[config.mk]
export PLATFORM = sky130hd
export DESIGN_NAME = tbs_event_uart
export DESIGN_NICKNAME = d
export VERILOG_FILES = /design/src/rtl/tbs_pkg.sv /design/src/rtl/tbs_uart_tx.sv /design/src/rtl/tbs_event_uart.sv
export SDC_FILE = /design/constraint.sdc
export NUM_CORES = 1
export LEC_CHECK = 0
export ABC_AREA = 1
export CORE_MARGIN = 5
export CORE_UTILIZATION = 65
export CTS_CLUSTER_SIZE = 40
export DETAILED_ROUTE_END_ITERATION = 16
export GPL_ROUTABILITY_DRIVEN = 1
export PLACE_DENSITY = 0.82
export REMOVE_ABC_BUFFERS = 1
export SYNTH_ARGS = -nofsm -noshare
export SYNTH_HDL_FRONTEND = slang
export SYNTH_HIERARCHICAL = 1
export SYNTH_SLANG_ARGS = --single-unit
[constraint.sdc]
create_clock -name clock_i -period 6.3 [get_ports clock_i]
set_clock_uncertainty 0.1 [all_clocks]
set_input_delay 0.945 -clock clock_i [delete_from_list [all_inputs] [get_ports clock_i]]
set_output_delay 0.945 -clock clock_i [all_outputs]
set_load 0.01 [all_outputs]
[src/rtl/tbs_pkg.sv]
`default_nettype none
// =============================================================================
// Module      : tbs_pkg
// Description : Shared constants, FSM state types and packet byte builders for
//               the TBS event UART. TBS_EVENT_UART_PARITY_EN adds SER_PARITY.
// Revision    : 1.0 - initial release
// =============================================================================
package tbs_pkg;

    localparam int TS_BITWIDTH  = 13;
    localparam int PKT_SYNC_BIT = 7;
    // Bits of the timestamp carried below the sync bit of byte1.
    localparam int TS_LO_BITS   = PKT_SYNC_BIT;

    typedef enum logic [1:0] {
        PKT_IDLE  = 2'd0,
        PKT_LOAD0 = 2'd1,
        PKT_SEND0 = 2'd2,
        PKT_SEND1 = 2'd3
    } pkt_state_t;

`ifdef TBS_EVENT_UART_PARITY_EN
    typedef enum logic [2:0] {
        SER_IDLE   = 3'd0,
        SER_START  = 3'd1,
        SER_DATA   = 3'd2,
        SER_PARITY = 3'd3,
        SER_STOP   = 3'd4
    } ser_state_t;
`else
    typedef enum logic [2:0] {
        SER_IDLE   = 3'd0,
        SER_START  = 3'd1,
        SER_DATA   = 3'd2,
        SER_STOP   = 3'd4
    } ser_state_t;
`endif

    function automatic logic [7:0] pkt_byte0(
        input logic                              dir,
        input logic [TS_BITWIDTH-TS_LO_BITS-1:0] ts_hi
    );
        logic [7:0] w_b;
        w_b               = {1'b0, dir, ts_hi};
        w_b[PKT_SYNC_BIT] = 1'b1;
        return w_b;
    endfunction

    function automatic logic [7:0] pkt_byte1(input logic [TS_LO_BITS-1:0] ts_lo);
        logic [7:0] w_b;
        w_b               = {1'b0, ts_lo};
        w_b[PKT_SYNC_BIT] = 1'b0;
        return w_b;
    endfunction

endpackage
`default_nettype wire

[src/rtl/tbs_uart_tx.sv]
`default_nettype none
// =============================================================================
// Module      : tbs_uart_tx
// Description : Byte serializer, 8N1 (8E1 with TBS_EVENT_UART_PARITY_EN).
//               A start_i during the last stop-bit cycle chains the next byte.
// Revision    : 1.0 - initial release
// =============================================================================
module tbs_uart_tx #(
    parameter int CLKS_PER_BIT = 16
) (
    input  logic       clock_i,
    input  logic       reset_i,
    input  logic [7:0] data_i,
    input  logic       start_i,
    output logic       tx_o,
    output logic       done_o,
    output logic       busy_o
);
    import tbs_pkg::*;

    localparam int              c_cnt_w    = $clog2(CLKS_PER_BIT);
    localparam logic [c_cnt_w-1:0] c_cnt_last = c_cnt_w'(CLKS_PER_BIT - 1);

    ser_state_t         r_state, w_state_nxt;
    logic [c_cnt_w-1:0] r_cnt, w_cnt_nxt;
    logic [2:0]         r_bit, w_bit_nxt;
    logic [7:0]         r_shift, w_shift_nxt;
    logic               r_tx, w_tx_nxt;
    logic               w_bit_end;
    logic               w_done;

    assign w_bit_end = (r_cnt == c_cnt_last);

    always_comb begin
        w_state_nxt = r_state;
        w_cnt_nxt   = r_cnt;
        w_bit_nxt   = r_bit;
        w_shift_nxt = r_shift;
        w_done      = 1'b0;
        case (r_state)
            SER_IDLE: begin
                if (start_i) begin
                    w_state_nxt = SER_START;
                    w_cnt_nxt   = '0;
                    w_shift_nxt = data_i;
                end
            end
            SER_START: begin
                w_cnt_nxt = r_cnt + 1'b1;
                if (w_bit_end) begin
                    w_state_nxt = SER_DATA;
                    w_cnt_nxt   = '0;
                    w_bit_nxt   = '0;
                end
            end
            SER_DATA: begin
                w_cnt_nxt = r_cnt + 1'b1;
                if (w_bit_end) begin
                    w_cnt_nxt   = '0;
                    // Rotate rather than shift so the byte's parity survives.
                    w_shift_nxt = {r_shift[0], r_shift[7:1]};
                    w_bit_nxt   = r_bit + 1'b1;
                    if (r_bit == 3'd7) begin
`ifdef TBS_EVENT_UART_PARITY_EN
                        w_state_nxt = SER_PARITY;
`else
                        w_state_nxt = SER_STOP;
`endif
                    end
                end
            end
`ifdef TBS_EVENT_UART_PARITY_EN
            SER_PARITY: begin
                w_cnt_nxt = r_cnt + 1'b1;
                if (w_bit_end) begin
                    w_state_nxt = SER_STOP;
                    w_cnt_nxt   = '0;
                end
            end
`endif
            SER_STOP: begin
                w_cnt_nxt = r_cnt + 1'b1;
                if (w_bit_end) begin
                    w_done    = 1'b1;
                    w_cnt_nxt = '0;
                    if (start_i) begin
                        w_state_nxt = SER_START;
                        w_shift_nxt = data_i;
                    end else begin
                        w_state_nxt = SER_IDLE;
                    end
                end
            end
            default: w_state_nxt = SER_IDLE;
        endcase
    end

    always_comb begin
        w_tx_nxt = 1'b1;
        case (w_state_nxt)
            SER_START:  w_tx_nxt = 1'b0;
            SER_DATA:   w_tx_nxt = w_shift_nxt[0];
`ifdef TBS_EVENT_UART_PARITY_EN
            SER_PARITY: w_tx_nxt = ^w_shift_nxt;
`endif
            default:    w_tx_nxt = 1'b1;
        endcase
    end

    always_ff @(posedge clock_i) begin
        if (reset_i) begin
            r_state <= SER_IDLE;
            r_cnt   <= '0;
            r_bit   <= '0;
            r_shift <= '0;
            r_tx    <= 1'b1;
        end else begin
            r_state <= w_state_nxt;
            r_cnt   <= w_cnt_nxt;
            r_bit   <= w_bit_nxt;
            r_shift <= w_shift_nxt;
            r_tx    <= w_tx_nxt;
        end
    end

    assign tx_o   = r_tx;
    assign done_o = w_done;
    assign busy_o = (r_state != SER_IDLE);

endmodule
`default_nettype wire

[src/rtl/tbs_event_uart.sv]
`default_nettype none
// =============================================================================
// Module      : tbs_event_uart
// Description : Timestamps TBS crossing events, queues them and streams each as
//               a 2-byte UART packet. TBS_EVENT_UART_PARITY_EN selects 8E1.
// Revision    : 1.0 - initial release
// =============================================================================
module tbs_event_uart #(
    parameter int CLK_FREQ   = 8000000,
    parameter int BAUD_RATE  = 500000,
    parameter int FIFO_DEPTH = 8
) (
    input  logic                          clock_i,
    input  logic                          reset_i,
    input  logic                          enable_i,
    input  logic                          tick_i,
    input  logic                          event_valid_i,
    input  logic                          event_dir_i,
    output logic                          uart_tx_o,
    output logic                          busy_o,
    output logic [$clog2(FIFO_DEPTH):0]   fifo_level_o,
    output logic                          overflow_o
);
    import tbs_pkg::*;

    localparam int c_clks_per_bit = CLK_FREQ / BAUD_RATE;
    localparam int c_aw           = $clog2(FIFO_DEPTH);
    localparam int c_ew           = TS_BITWIDTH + 1;
    localparam logic [TS_BITWIDTH-1:0] c_ts_max = '1;

    logic [TS_BITWIDTH-1:0] r_ts;
    logic [c_ew-1:0]        r_mem [FIFO_DEPTH];
    logic [c_aw:0]          r_wr_ptr, r_rd_ptr, r_level;
    logic                   r_overflow;
    logic [TS_LO_BITS-1:0]  r_ts_lo;
    pkt_state_t             r_pkt_state, w_pkt_state_nxt;

    logic            w_empty, w_full, w_push_req, w_push, w_drop, w_pop;
    logic [c_ew-1:0] w_head;
    logic            w_ser_start, w_ser_done, w_ser_busy, w_ser_tx;
    logic [7:0]      w_ser_data;

    always_ff @(posedge clock_i) begin
        if (reset_i || !enable_i) begin
            r_ts <= '0;
        end else if (event_valid_i) begin
            r_ts <= tick_i ? TS_BITWIDTH'(1) : '0;
        end else if (tick_i && (r_ts != c_ts_max)) begin
            r_ts <= r_ts + 1'b1;
        end
    end

    assign w_empty    = (r_wr_ptr == r_rd_ptr);
    assign w_full     = (r_wr_ptr[c_aw] != r_rd_ptr[c_aw]) &&
                        (r_wr_ptr[c_aw-1:0] == r_rd_ptr[c_aw-1:0]);
    assign w_push_req = enable_i && event_valid_i;
    assign w_push     = w_push_req && !w_full;
    assign w_drop     = w_push_req && w_full;
    assign w_pop      = (r_pkt_state == PKT_LOAD0);
    assign w_head     = r_mem[r_rd_ptr[c_aw-1:0]];

    always_ff @(posedge clock_i) begin
        if (w_push) begin
            r_mem[r_wr_ptr[c_aw-1:0]] <= {event_dir_i, r_ts};
        end
    end

    always_ff @(posedge clock_i) begin
        if (reset_i) begin
            r_wr_ptr   <= '0;
            r_rd_ptr   <= '0;
            r_level    <= '0;
            r_overflow <= 1'b0;
        end else if (!enable_i) begin
            // Flush; an entry popped this cycle is already latched in r_ts_lo.
            r_wr_ptr <= '0;
            r_rd_ptr <= '0;
            r_level  <= '0;
        end else begin
            if (w_push) r_wr_ptr <= r_wr_ptr + 1'b1;
            if (w_pop)  r_rd_ptr <= r_rd_ptr + 1'b1;
            case ({w_push, w_pop})
                2'b10:   r_level <= r_level + 1'b1;
                2'b01:   r_level <= r_level - 1'b1;
                default: r_level <= r_level;
            endcase
            if (w_drop) r_overflow <= 1'b1;
        end
    end

    always_ff @(posedge clock_i) begin
        if (reset_i) begin
            r_pkt_state <= PKT_IDLE;
            r_ts_lo     <= '0;
        end else begin
            r_pkt_state <= w_pkt_state_nxt;
            if (w_pop) r_ts_lo <= w_head[TS_LO_BITS-1:0];
        end
    end

    // Byte1 is requested in the serializer's last stop cycle so the bytes abut.
    always_comb begin
        w_pkt_state_nxt = r_pkt_state;
        w_ser_start     = 1'b0;
        w_ser_data      = pkt_byte1(r_ts_lo);
        case (r_pkt_state)
            PKT_IDLE: begin
                if (!w_empty && enable_i) w_pkt_state_nxt = PKT_LOAD0;
            end
            PKT_LOAD0: begin
                w_ser_start     = 1'b1;
                w_ser_data      = pkt_byte0(w_head[c_ew-1], w_head[TS_BITWIDTH-1:TS_LO_BITS]);
                w_pkt_state_nxt = PKT_SEND0;
            end
            PKT_SEND0: begin
                if (w_ser_done) begin
                    w_ser_start     = 1'b1;
                    w_pkt_state_nxt = PKT_SEND1;
                end
            end
            PKT_SEND1: begin
                if (w_ser_done) w_pkt_state_nxt = PKT_IDLE;
            end
            default: w_pkt_state_nxt = PKT_IDLE;
        endcase
    end

    tbs_uart_tx #(
        .CLKS_PER_BIT(c_clks_per_bit)
    ) u_uart_tx (
        .clock_i(clock_i),
        .reset_i(reset_i),
        .data_i (w_ser_data),
        .start_i(w_ser_start),
        .tx_o   (w_ser_tx),
        .done_o (w_ser_done),
        .busy_o (w_ser_busy)
    );

    assign uart_tx_o    = w_ser_tx;
    assign busy_o       = (r_pkt_state != PKT_IDLE) || w_ser_busy;
    assign fifo_level_o = r_level;
    assign overflow_o   = r_overflow;

endmodule
`default_nettype wire

==> flow_summary.json, run 1 <==
{
  "clock.fmax_mhz": 297,
  "cts_sinks": 169,
  "finalSetupTns_ns": 0,
  "drtIter0Drc": 691,
  "fp.dieW_um": 118,
  "portBuffers": 12,
  "place_inst": 906,
  "yosysUniqueCellTypes": 42,
  "cts_buffer_depth": 2,
  "ff_latch_area_um2": 4500,
  "synth_top_family_by_area": "simple AND/OR/NAND/NOR gates",
  "io_pins": 13,
  "pwr-share-seq_pct": 46.7,
  "start_kind": "flop",
  "postCtsSetupBuffers": 0,
  "post-dp-hpwl_um": 11200,
  "syn_area_um2": 7520,
  "crit_required_ns": 6.56,
  "muxShareOfSynthArea_pct": 0.133,
  "p_per_area_nw_per_um2": 324,
  "syn2layout_area_growth_pct": 9.80,
  "seq_area_frac_synth_pct": 59.9,
  "h-tree-depth": 4,
  "grt_usage_pct": 25.5,
  "synthArstFlopShare_pct": 0,
  "synth_edf_count": 112,
  "yosys-top-cells-area": "edfxtp_1 45%, dfxtp_1 15%, nor2_1 6.9%",
  "p_int_mw": 1.90,
  "power_frac_comb_pct": 17.1,
  "layout-drive-gt1-share_pct": 9.81,
  "gp_congestion": 0.848,
  "synth-adder-area-share_pct": 2.33,
  "syn_inst": 778,
  "die_h_um": 118,
  "p_sw_share_pct": 29.0,
  "totalWireLength_um": 17100,
  "synth-xor-area-share_pct": 0.699,
  "synth_simple_gate_area_share_pct": 22.1,
  "end_kind": "flop",
  "fin_crit_sh_pct": 53.5,
  "die_area_um2": 13800,
  "crit_fanout": 20,
  "vias": 5656,
  "grt_pass1_vias": 5529,
  "clk_pin_slew_worst_paths_ns": 0.06,
  "worstSetupPathType": "reg -> reg",
  "slew-limit-headroom_pct": 9.91,
  "grt_max_degree": 58,
  "finalWorstSetupSlack_ns": 2.93,
  "clk_latency_ns": 0.43,
  "holdWs_ns": 0.364,
  "period_minus_slack_ns": 3.37,
  "nNetsFinal": 802,
  "core_area_um2": 11400,
  "finalPower_mw": 2.68,
  "synth-compound-area-share_pct": 9.57,
  "viasPerCell": 6.03,
  "clockPowerShare_pct": 36.2,
  "peakVddDrop_v": 0.000295,
  "num-fill-cells": 763,
  "ant_nets": 0,
  "cts_made_buffers": 17,
  "finalHoldViolCount": 0,
  "yosys.area.top_type": "edfxtp_1",
  "root_buffer": "clkbuf_16",
  "place_ws_ns": 2.83,
  "yosys_warnings": 6,
  "rows": 39,
  "multi_input_area_um2": 2640,
  "p_leak_nw": 3.11,
  "synth_most_common_cell": "nor2_1",
  "critPathArrivalTime_ns": 3.63,
  "ctsHoldBuffers": 0,
  "cap_violations": 0,
  "syn_area_per_cell_um2": 9.66,
  "num_antenna_cells": 0,
  "rsz0062_at_grt": "false",
  "drc": 0,
  "overflow": 0,
  "synth_flop_cell": "edfxtp_1",
  "grt_antenna_before_repair": 0,
  "start_util_pct": 66.1,
  "instances_no_fill": 938,
  "netlist_top_cells_count": "138 x nor2_1, 120 x nand2_1, 112 x edfxtp_1",
  "hold_path.class": "reg -> reg",
  "reg2reg_slack_ns": 2.93,
  "power.switching_mw": 0.776,
  "worst_slew_pin_slew_ns": 1.35,
  "cts-resized-gates": 0,
  "synth_top_area_share_pct": 44.7,
  "grt_pass1_wl_um": 27800,
  "synth_seq_cells": 169,
  "wl_per_cell_um": 18.2,
  "cts_tree": "built",
  "slew_viol_final": 0,
  "firstDrtPassIters": 6,
  "setup-violations-final": 0,
  "status": "finished, final reports clean"
}
## flip-flops by register name, summed over array words and instances, names as in the netlist, named ones only
signal,count
fifo_level_o,4
overflow_o,1
r_mem,112
r_pkt_state,2
r_rd_ptr,4
r_ts,13
r_ts_lo,7
r_wr_ptr,4
u_uart_tx/r_bit,3
u_uart_tx/r_cnt,4
u_uart_tx/r_shift,8
u_uart_tx/r_state,3
u_uart_tx/tx_o,1
## routing by layer
| layer | global-route usage [%] | part of all wire (%) |
|---|---|---|
| met4 | 11.8 | 3.5 |
| met5 | 0 | 0 |
| met3 | 6.92 | 8.8 |
| met1 | 33.1 | 39 |
| met2 | 40.1 | 49 |
## worst max-delay path, stage by stage (launching register included)
cell	delay (ns)
dfxtp_1	0.34
inv_1	0.11
ha_1	0.67
inv_1	0.38
a21oi_1	0.67
clkinv_1	0.44
nand2_1	0.18
nand2_1	0.06
nand2_1	0.06
nand3_1	0.06
nand4_1	0.10
nand2_1	0.06
nand3_1	0.07
## area by class of cell
cell class / instances / area share [%]
inverter: 67 / 3.08
sequential: 169 / 54.6
clock inverter: 11 / 1.06
clock buffer: 21 / 5.58
tap: 143 / 2.17
multi-input combinational: 513 / 31.9
timing repair buffer: 14 / 1.64
## kinds of logic after synthesis
| family | Yosys count |
|---|---|
| AND/OR/NAND/NOR | 364 |
| flip-flops | 169 |
| AO/OA/AOI/OAI | 128 |
| buffers and inverters | 96 |
| adder cells (fa/ha/maj) | 14 |
| XOR/XNOR | 6 |
| multiplexers | 1 |
## power by group through the flow
stage | clock network (mW) | registers (mW) | logic (mW)
2_1_floorplan | 0 | 1.27 | 0.308
3_3_place_gp | 0 | 1.27 | 0.432
3_5_place_dp | 0 | 1.27 | 0.449
4_1_cts | 0.973 | 1.25 | 0.453
5_1_grt | 1.03 | 1.26 | 0.516
6_report | 0.968 | 1.25 | 0.459
## metrics by stage
step	instance area (um2)	util, %
4_1_cts	8260	72.6
5_1_grt	8260	72.6
2_1_floorplan	7380	-
3_5_place_dp	7710	67.8
3_3_place_gp	7710	67.8
6_report	8260	72.6
## layout by cell type (no fill, tap or decap), types with 5 or more instances in the layout
cell type / synthesis / layout
nor2_1: 138 / 138
nand2_1: 120 / 120
edfxtp_1: 112 / 112
nand3_1: 60 / 60
dfxtp_1: 57 / 57
inv_1: 50 / 50
o21ai_0: 45 / 45
a21oi_1: 38 / 38
o21ai_1: 25 / 25
clkbuf_16: 0 / 17
o221ai_1: 14 / 14
ha_1: 14 / 14
clkdlybuf4s50_1: 0 / 12
inv_2: 11 / 11
nand4_1: 9 / 9
nor2_2: 7 / 7
nand3_2: 5 / 5
xor2_1: 5 / 5
clkinv_1: 5 / 5
## worst paths after layout
check / start / end / cells after the start
hold / removal: u_uart_tx/r_bit[0] / u_uart_tx/r_bit[0] / 1
setup / recovery: r_pkt_state[1] / u_uart_tx/tx_o / 12
setup reg to reg: r_pkt_state[1] / u_uart_tx/tx_o / 12
hold reg to reg: u_uart_tx/r_bit[0] / u_uart_tx/r_bit[0] / 1
Power figures use the tool's default switching activity.
==> inputs of run 2 (changes only) <==
--- a/config.mk
+++ b/config.mk
@@ -7,11 +7,11 @@
 export LEC_CHECK = 0
 export ABC_AREA = 1
 export CORE_MARGIN = 5
-export CORE_UTILIZATION = 65
+export CORE_UTILIZATION = 62
 export CTS_CLUSTER_SIZE = 40
 export DETAILED_ROUTE_END_ITERATION = 16
 export GPL_ROUTABILITY_DRIVEN = 1
-export PLACE_DENSITY = 0.82
+export PLACE_DENSITY = 0.79
 export REMOVE_ABC_BUFFERS = 1
 export SYNTH_ARGS = -nofsm -noshare
 export SYNTH_HDL_FRONTEND = slang
==> constraint.sdc (replaced) <==
create_clock -name clock_i -period 3.3 [get_ports clock_i]
set_clock_uncertainty 0.1 [all_clocks]
set_input_delay 0.495 -clock clock_i [delete_from_list [all_inputs] [get_ports clock_i]]
set_output_delay 0.495 -clock clock_i [all_outputs]
set_load 0.01 [all_outputs]
==> run 2 against run 1 <==
- via count decreased by 0.55%
- core utilization decreased by 2.2 points
- setup slack got worse by 2.2 ns
- count of clock-buffer cells in the layout decreased by 4
- sequential power increased by 90%
- clock power increased by 100%
- final area increased by 2.0%
- cell count increased by 2.0%
- hold slack improved by 0.0054 ns
- critical path depth increased by 1
- die area increased by 4.4%
- critical path type unchanged
- critical endpoint is now fifo_level_o[2]
- largest power group unchanged
==> flow_summary.json, run 2 (synthesis gave the netlist of run 1 again) <==
{
  "totalWireLength_um": 16500,
  "finalWorstSetupSlack_ns": 0.727,
  "cts_sinks": 169,
  "holdWs_ns": 0.370,
  "cts_buffer_depth": 2,
  "start_util_pct": 62.9,
  "place_ws_ns": 0.449,
  "root_buffer": "clkbuf_16",
  "portBuffers": 12,
  "post_dp_cell_area_um2": 7830,
  "period_minus_slack_ns": 2.57,
  "grt_pass1_vias": 5526,
  "nNetsFinal": 817,
  "setup-violations-final": 0,
  "h-tree-depth": 4,
  "fin_area_um2": 8420,
  "grt_antenna_before_repair": 0,
  "viasPerCell": 5.88,
  "cts_made_buffers": 17,
  "core_area_um2": 12000,
  "finalPower_mw": 5.24,
  "drc": 0,
  "cap_violations": 0,
  "clk_latency_ns": 0.43,
  "fin_crit_sh_pct": 78.0,
  "finalSetupTns_ns": 0,
  "ctsHoldBuffers": 0,
  "start_kind": "flop",
  "num_antenna_cells": 0,
  "crit_fanout": 10,
  "instances_no_fill": 957,
  "crit_required_ns": 3.52,
  "largest_register_ffs": 112,
  "worst_slew_pin_slew_ns": 0.616,
  "rows": 40,
  "worstSetupPathType": "reg -> reg",
  "end_kind": "flop",
  "layout-drive-gt1-share_pct": 11.7,
  "post-dp-hpwl_um": 10200,
  "crit_chain": "inv_2 > nand2_1 > nand2_1 > nor2_4 > nand4_4 > nand2_4 > ha_1 > xor2_1 > ha_1 > a21oi_1 > xnor2_1 > o21ai_0 > inv_1",
  "p_leak_nw": 3.07,
  "grt_max_degree": 34,
  "final_cell_mix": "138 x nor2_1, 120 x nand2_1, 112 x edfxtp_1",
  "slew_viol_final": 0,
  "postCtsSetupBuffers": 0,
  "hold_path.class": "reg -> reg",
  "drtIter0Drc": 485,
  "final_common_cell": "nor2_1",
  "cts_tree": "built",
  "grt_usage_pct": 24.0,
  "die_area_um2": 14400,
  "status": "finished, final reports clean",
  "cts-resized-gates": 0,
  "p_per_area_nw_per_um2": 623,
  "peakVddDrop_v": 0.000435,
  "ant_nets": 0,
  "syn2layout_area_growth_pct": 11.9,
  "gp_congestion": 0.830,
  "overflow": 0,
  "clock.fmax_mhz": 389,
  "fp.dieW_um": 120,
  "io_pins": 13,
  "wl_per_cell_um": 17.2,
  "place_inst": 925,
  "firstDrtPassIters": 5,
  "fin_util_pct": 70.4,
  "slowest_delay_ns": 0.57,
  "finalHoldViolCount": 0,
  "vias": 5625,
  "grt_pass1_wl_um": 26800,
  "slew-limit-headroom_pct": 58.8,
  "rsz0062_at_grt": "false",
  "critPathArrivalTime_ns": 2.79,
  "slowest_stage": "dfxtp_1",
  "clk_pin_slew_worst_paths_ns": 0.07,
  "die_h_um": 120
}
==> run 2: metal layers <==
| metal | vias up | GRT usage [%] | part of all wire, % | routed length (um) |
|---|---|---|---|---|
| met2 | 230 | 41.2 | 51 | 8430 |
| met4 | 0 | 11.6 | 2.3 | 386 |
| met1 | 2674 | 29.1 | 39 | 6510 |
| met3 | 34 | 4.67 | 7.1 | 1180 |
| met5 | - | 0 | 0 | 0 |
| li1 | 2687 | - | - | - |
==> run 2: area by class of cell <==
cell class | count | area [um2]
Fill cell | 832 | 3540
Clock inverter | 15 | 166
Inverter | 67 | 254
Sequential cell | 169 | 4500
Clock buffer | 17 | 425
Multi-Input combinational cell | 513 | 2640
Tap cell | 147 | 184
Timing Repair Buffer | 29 | 248
==> run 2: critical path, delay by kind of cell (launching register included) <==
family | cells | cell delay (ns)
DFF | 1 | 0.57
and+or+nand+nor | 5 | 0.59
adders and majority gates | 2 | 0.48
xor gates and xnor gates | 2 | 0.42
buffers and inverters | 2 | 0.12
AOI/OAI and AO/OA | 2 | 0.19
==> run 2: worst paths after layout <==
kind	startpoint	end	slack, ns	cells past startpoint
worst max-delay path	r_wr_ptr[0]	fifo_level_o[2]	0.73	13
worst min-delay path	overflow_o	overflow_o	0.37	1
worst max register to register	r_wr_ptr[0]	fifo_level_o[2]	0.73	13
worst min register to register	overflow_o	overflow_o	0.37	1
==> run 2: power breakdown <==
part	leakage, nW	internal, mW	switching (mW)	total, mW
sequential	1.40	2.32	0.0601	2.38
clock	0.282	1.13	0.844	1.97
combinational	1.38	0.312	0.576	0.888
total	3.07	3.76	1.48	5.24
==> inputs of run 3 (changes only) <==
--- a/config.mk
+++ b/config.mk
@@ -7,11 +7,11 @@
 export LEC_CHECK = 0
 export ABC_AREA = 1
 export CORE_MARGIN = 5
-export CORE_UTILIZATION = 62
+export CORE_UTILIZATION = 56
 export CTS_CLUSTER_SIZE = 40
 export DETAILED_ROUTE_END_ITERATION = 16
 export GPL_ROUTABILITY_DRIVEN = 1
-export PLACE_DENSITY = 0.79
+export PLACE_DENSITY = 0.76
 export REMOVE_ABC_BUFFERS = 1
 export SYNTH_ARGS = -nofsm -noshare
 export SYNTH_HDL_FRONTEND = slang
==> constraint.sdc (replaced) <==
create_clock -name clock_i -period 2.09 [get_ports clock_i]
set_clock_uncertainty 0.1 [all_clocks]
set_input_delay 0.3135 -clock clock_i [delete_from_list [all_inputs] [get_ports clock_i]]
set_output_delay 0.3135 -clock clock_i [all_outputs]
set_load 0.01 [all_outputs]
==> run 3 against run 2 <==
- clock power rose by 49%
- sequential power increased by 58%
- combinational power increased by 79%
- hold slack got worse by 0.0017 ns
- highest routed layer unchanged
- setup slack lost 0.66 ns
- sequential share of layout area is 2.9 points lower
- flip-flop and latch count stayed put
- largest cell class unchanged
- critical path depth unchanged
- core utilization is 2.8 points lower
- via count grew 3.2%
- final area is 5.9% higher
==> flow_summary.json, run 3 (synthesis gave the netlist of run 1 again) <==
{
  "status": "finished, final reports clean",
  "rows": 42,
  "clock.fmax_mhz": 494,
  "place_inst": 990,
  "post-dp-hpwl_um": 11500,
  "die_area_um2": 15800,
  "p_int_mw": 6.01,
  "h-tree-depth": 4,
  "vias": 5804,
  "die_h_um": 126,
  "ant_nets": 0,
  "p_sw_share_pct": 27.5,
  "cts_made_buffers": 17,
  "p_leak_nw": 3.28,
  "gp_congestion": 0.869,
  "setup-violations-final": 0,
  "pwr-share-seq_pct": 45.4,
  "p_per_area_nw_per_um2": 930,
  "grt_pass1_vias": 5688,
  "final_cell_mix": "136 x nor2_1, 116 x nand2_1, 112 x edfxtp_1",
  "peakVddDrop_v": 0.000622,
  "finalHoldViolCount": 0,
  "crit_required_ns": 2.31,
  "wl_per_cell_um": 17.1,
  "overflow": 0,
  "post_dp_cell_area_um2": 8240,
  "io_pins": 13,
  "power.switching_mw": 2.28,
  "critPathArrivalTime_ns": 2.24,
  "grt_pass1_wl_um": 28300,
  "grt_antenna_before_repair": 0,
  "start_util_pct": 57.0,
  "slew-limit-headroom_pct": 69.2,
  "end_kind": "flop",
  "final_common_cell": "nor2_1",
  "cap_violations": 0,
  "fin_crit_sh_pct": 96.9,
  "start_kind": "flop",
  "slew_viol_final": 0,
  "hold_path.class": "reg -> reg",
  "rsz0062_at_grt": "true",
  "crit_fanout": 4,
  "grt_max_degree": 42,
  "largest_register_ffs": 112,
  "power_frac_comb_pct": 19.2,
  "layout-drive-gt1-share_pct": 17.5,
  "viasPerCell": 5.66,
  "worst_slew_pin_slew_ns": 0.461,
  "nNetsFinal": 857,
  "grt_usage_pct": 22.7,
  "core_area_um2": 13200,
  "instances_no_fill": 1026,
  "drtIter0Drc": 549,
  "num_antenna_cells": 0,
  "fin_area_um2": 8910,
  "cts_sinks": 169,
  "cts_buffer_depth": 2,
  "root_buffer": "clkbuf_16",
  "cts_tree": "built",
  "worstSetupPathType": "reg -> reg",
  "drc": 0,
  "clk_latency_ns": 0.43,
  "period_minus_slack_ns": 2.02,
  "syn2layout_area_growth_pct": 18.6,
  "ctsHoldBuffers": 0,
  "clockPowerShare_pct": 35.4,
  "portBuffers": 12,
  "clk_pin_slew_worst_paths_ns": 0.06,
  "fp.dieW_um": 126,
  "totalWireLength_um": 17600,
  "firstDrtPassIters": 5,
  "finalSetupTns_ns": 0
}
run 3: changes by cell type in the layout (fill, tap and decap cells not counted), moves of 4 or more:
cell | previous run | this run
buf_12 | 0 | 9
buf_4 | 17 | 48
clkbuf_1 | 0 | 5
dfxtp_1 | 57 | 52
ha_1 | 14 | 9
inv_6 | 6 | 0
nand2_1 | 120 | 116
nand2_2 | 4 | 8
run 3: layout make-up:
class                   count  area (um2)
clock buffers              22         444
well taps                 176         220
repair buffers             69         659
multi-input cells         513        2720
fillers                   972        4280
clock inverters            10         103
inverters                  67         255
flip-flops and latches    169        4520
run 3: what timing repair did:
action,4_1_cts,5_1_grt
gates resized for setup,8,22
setup buffers,1,3
endpoints found under the setup margin,3,15
pin swaps,1,5
hold endpoints to repair,0,0
run 3: worst paths after layout:
| check | start | endpoint | slack (ns) | cells after the start |
|---|---|---|---|---|
| setup / recovery | r_rd_ptr[0] | fifo_level_o[2] | 0.07 | 13 |
| hold / removal | u_uart_tx/r_bit[1] | u_uart_tx/r_bit[1] | 0.37 | 2 |
| setup reg to reg | r_rd_ptr[0] | fifo_level_o[2] | 0.07 | 13 |
| hold reg to reg | u_uart_tx/r_bit[1] | u_uart_tx/r_bit[1] | 0.37 | 2 |
run 3: per-layer routing:
metal | GRT usage (%) | share of wire, % | vias to the layer above
met1 | 28.0 | 40 | 2785
met2 | 39.2 | 51 | 220
li1 | - | - | 2760
met4 | 8.64 | 2.4 | 0
met5 | 0 | 0 | -
met3 | 4.95 | 6.8 | 39
run 3: worst max-delay path, stage by stage, from the launching register on:
cell and delay [ns]:
dfxtp_4 0.36, inv_2 0.04, nand2_2 0.05, nand2_2 0.06, nor2_4 0.14, nand4_4 0.10, nand2_4 0.10, ha_4 0.17
xor2_4 0.18, ha_2 0.20, a21oi_2 0.04, xnor2_1 0.15, o21ai_1 0.16, inv_1 0.06
run 3: power by group through the flow:
stage / registers, mW / clock network, mW / logic, mW
finish: 3.76 / 2.94 / 1.59
detailed placement: 3.82 / 0 / 1.49
CTS: 3.75 / 2.96 / 1.53
floorplan: 3.84 / 0 / 0.914
global placement: 3.81 / 0 / 1.42
global route: 3.77 / 3.11 / 1.77
run 3: stage by stage:
stage	worst slack [ns]	utilization (%)	power [mW]	hold slack [ns]
2_1_floorplan	-0.834	-	4.75	0.283
3_3_place_gp	-0.171	62.5	5.23	0.343
3_5_place_dp	-0.320	62.5	5.31	0.362
4_1_cts	-0.0398	66.8	8.24	0.372
5_1_grt	-0.0540	67.6	8.66	0.392
6_report	0.0652	67.6	8.29	0.368
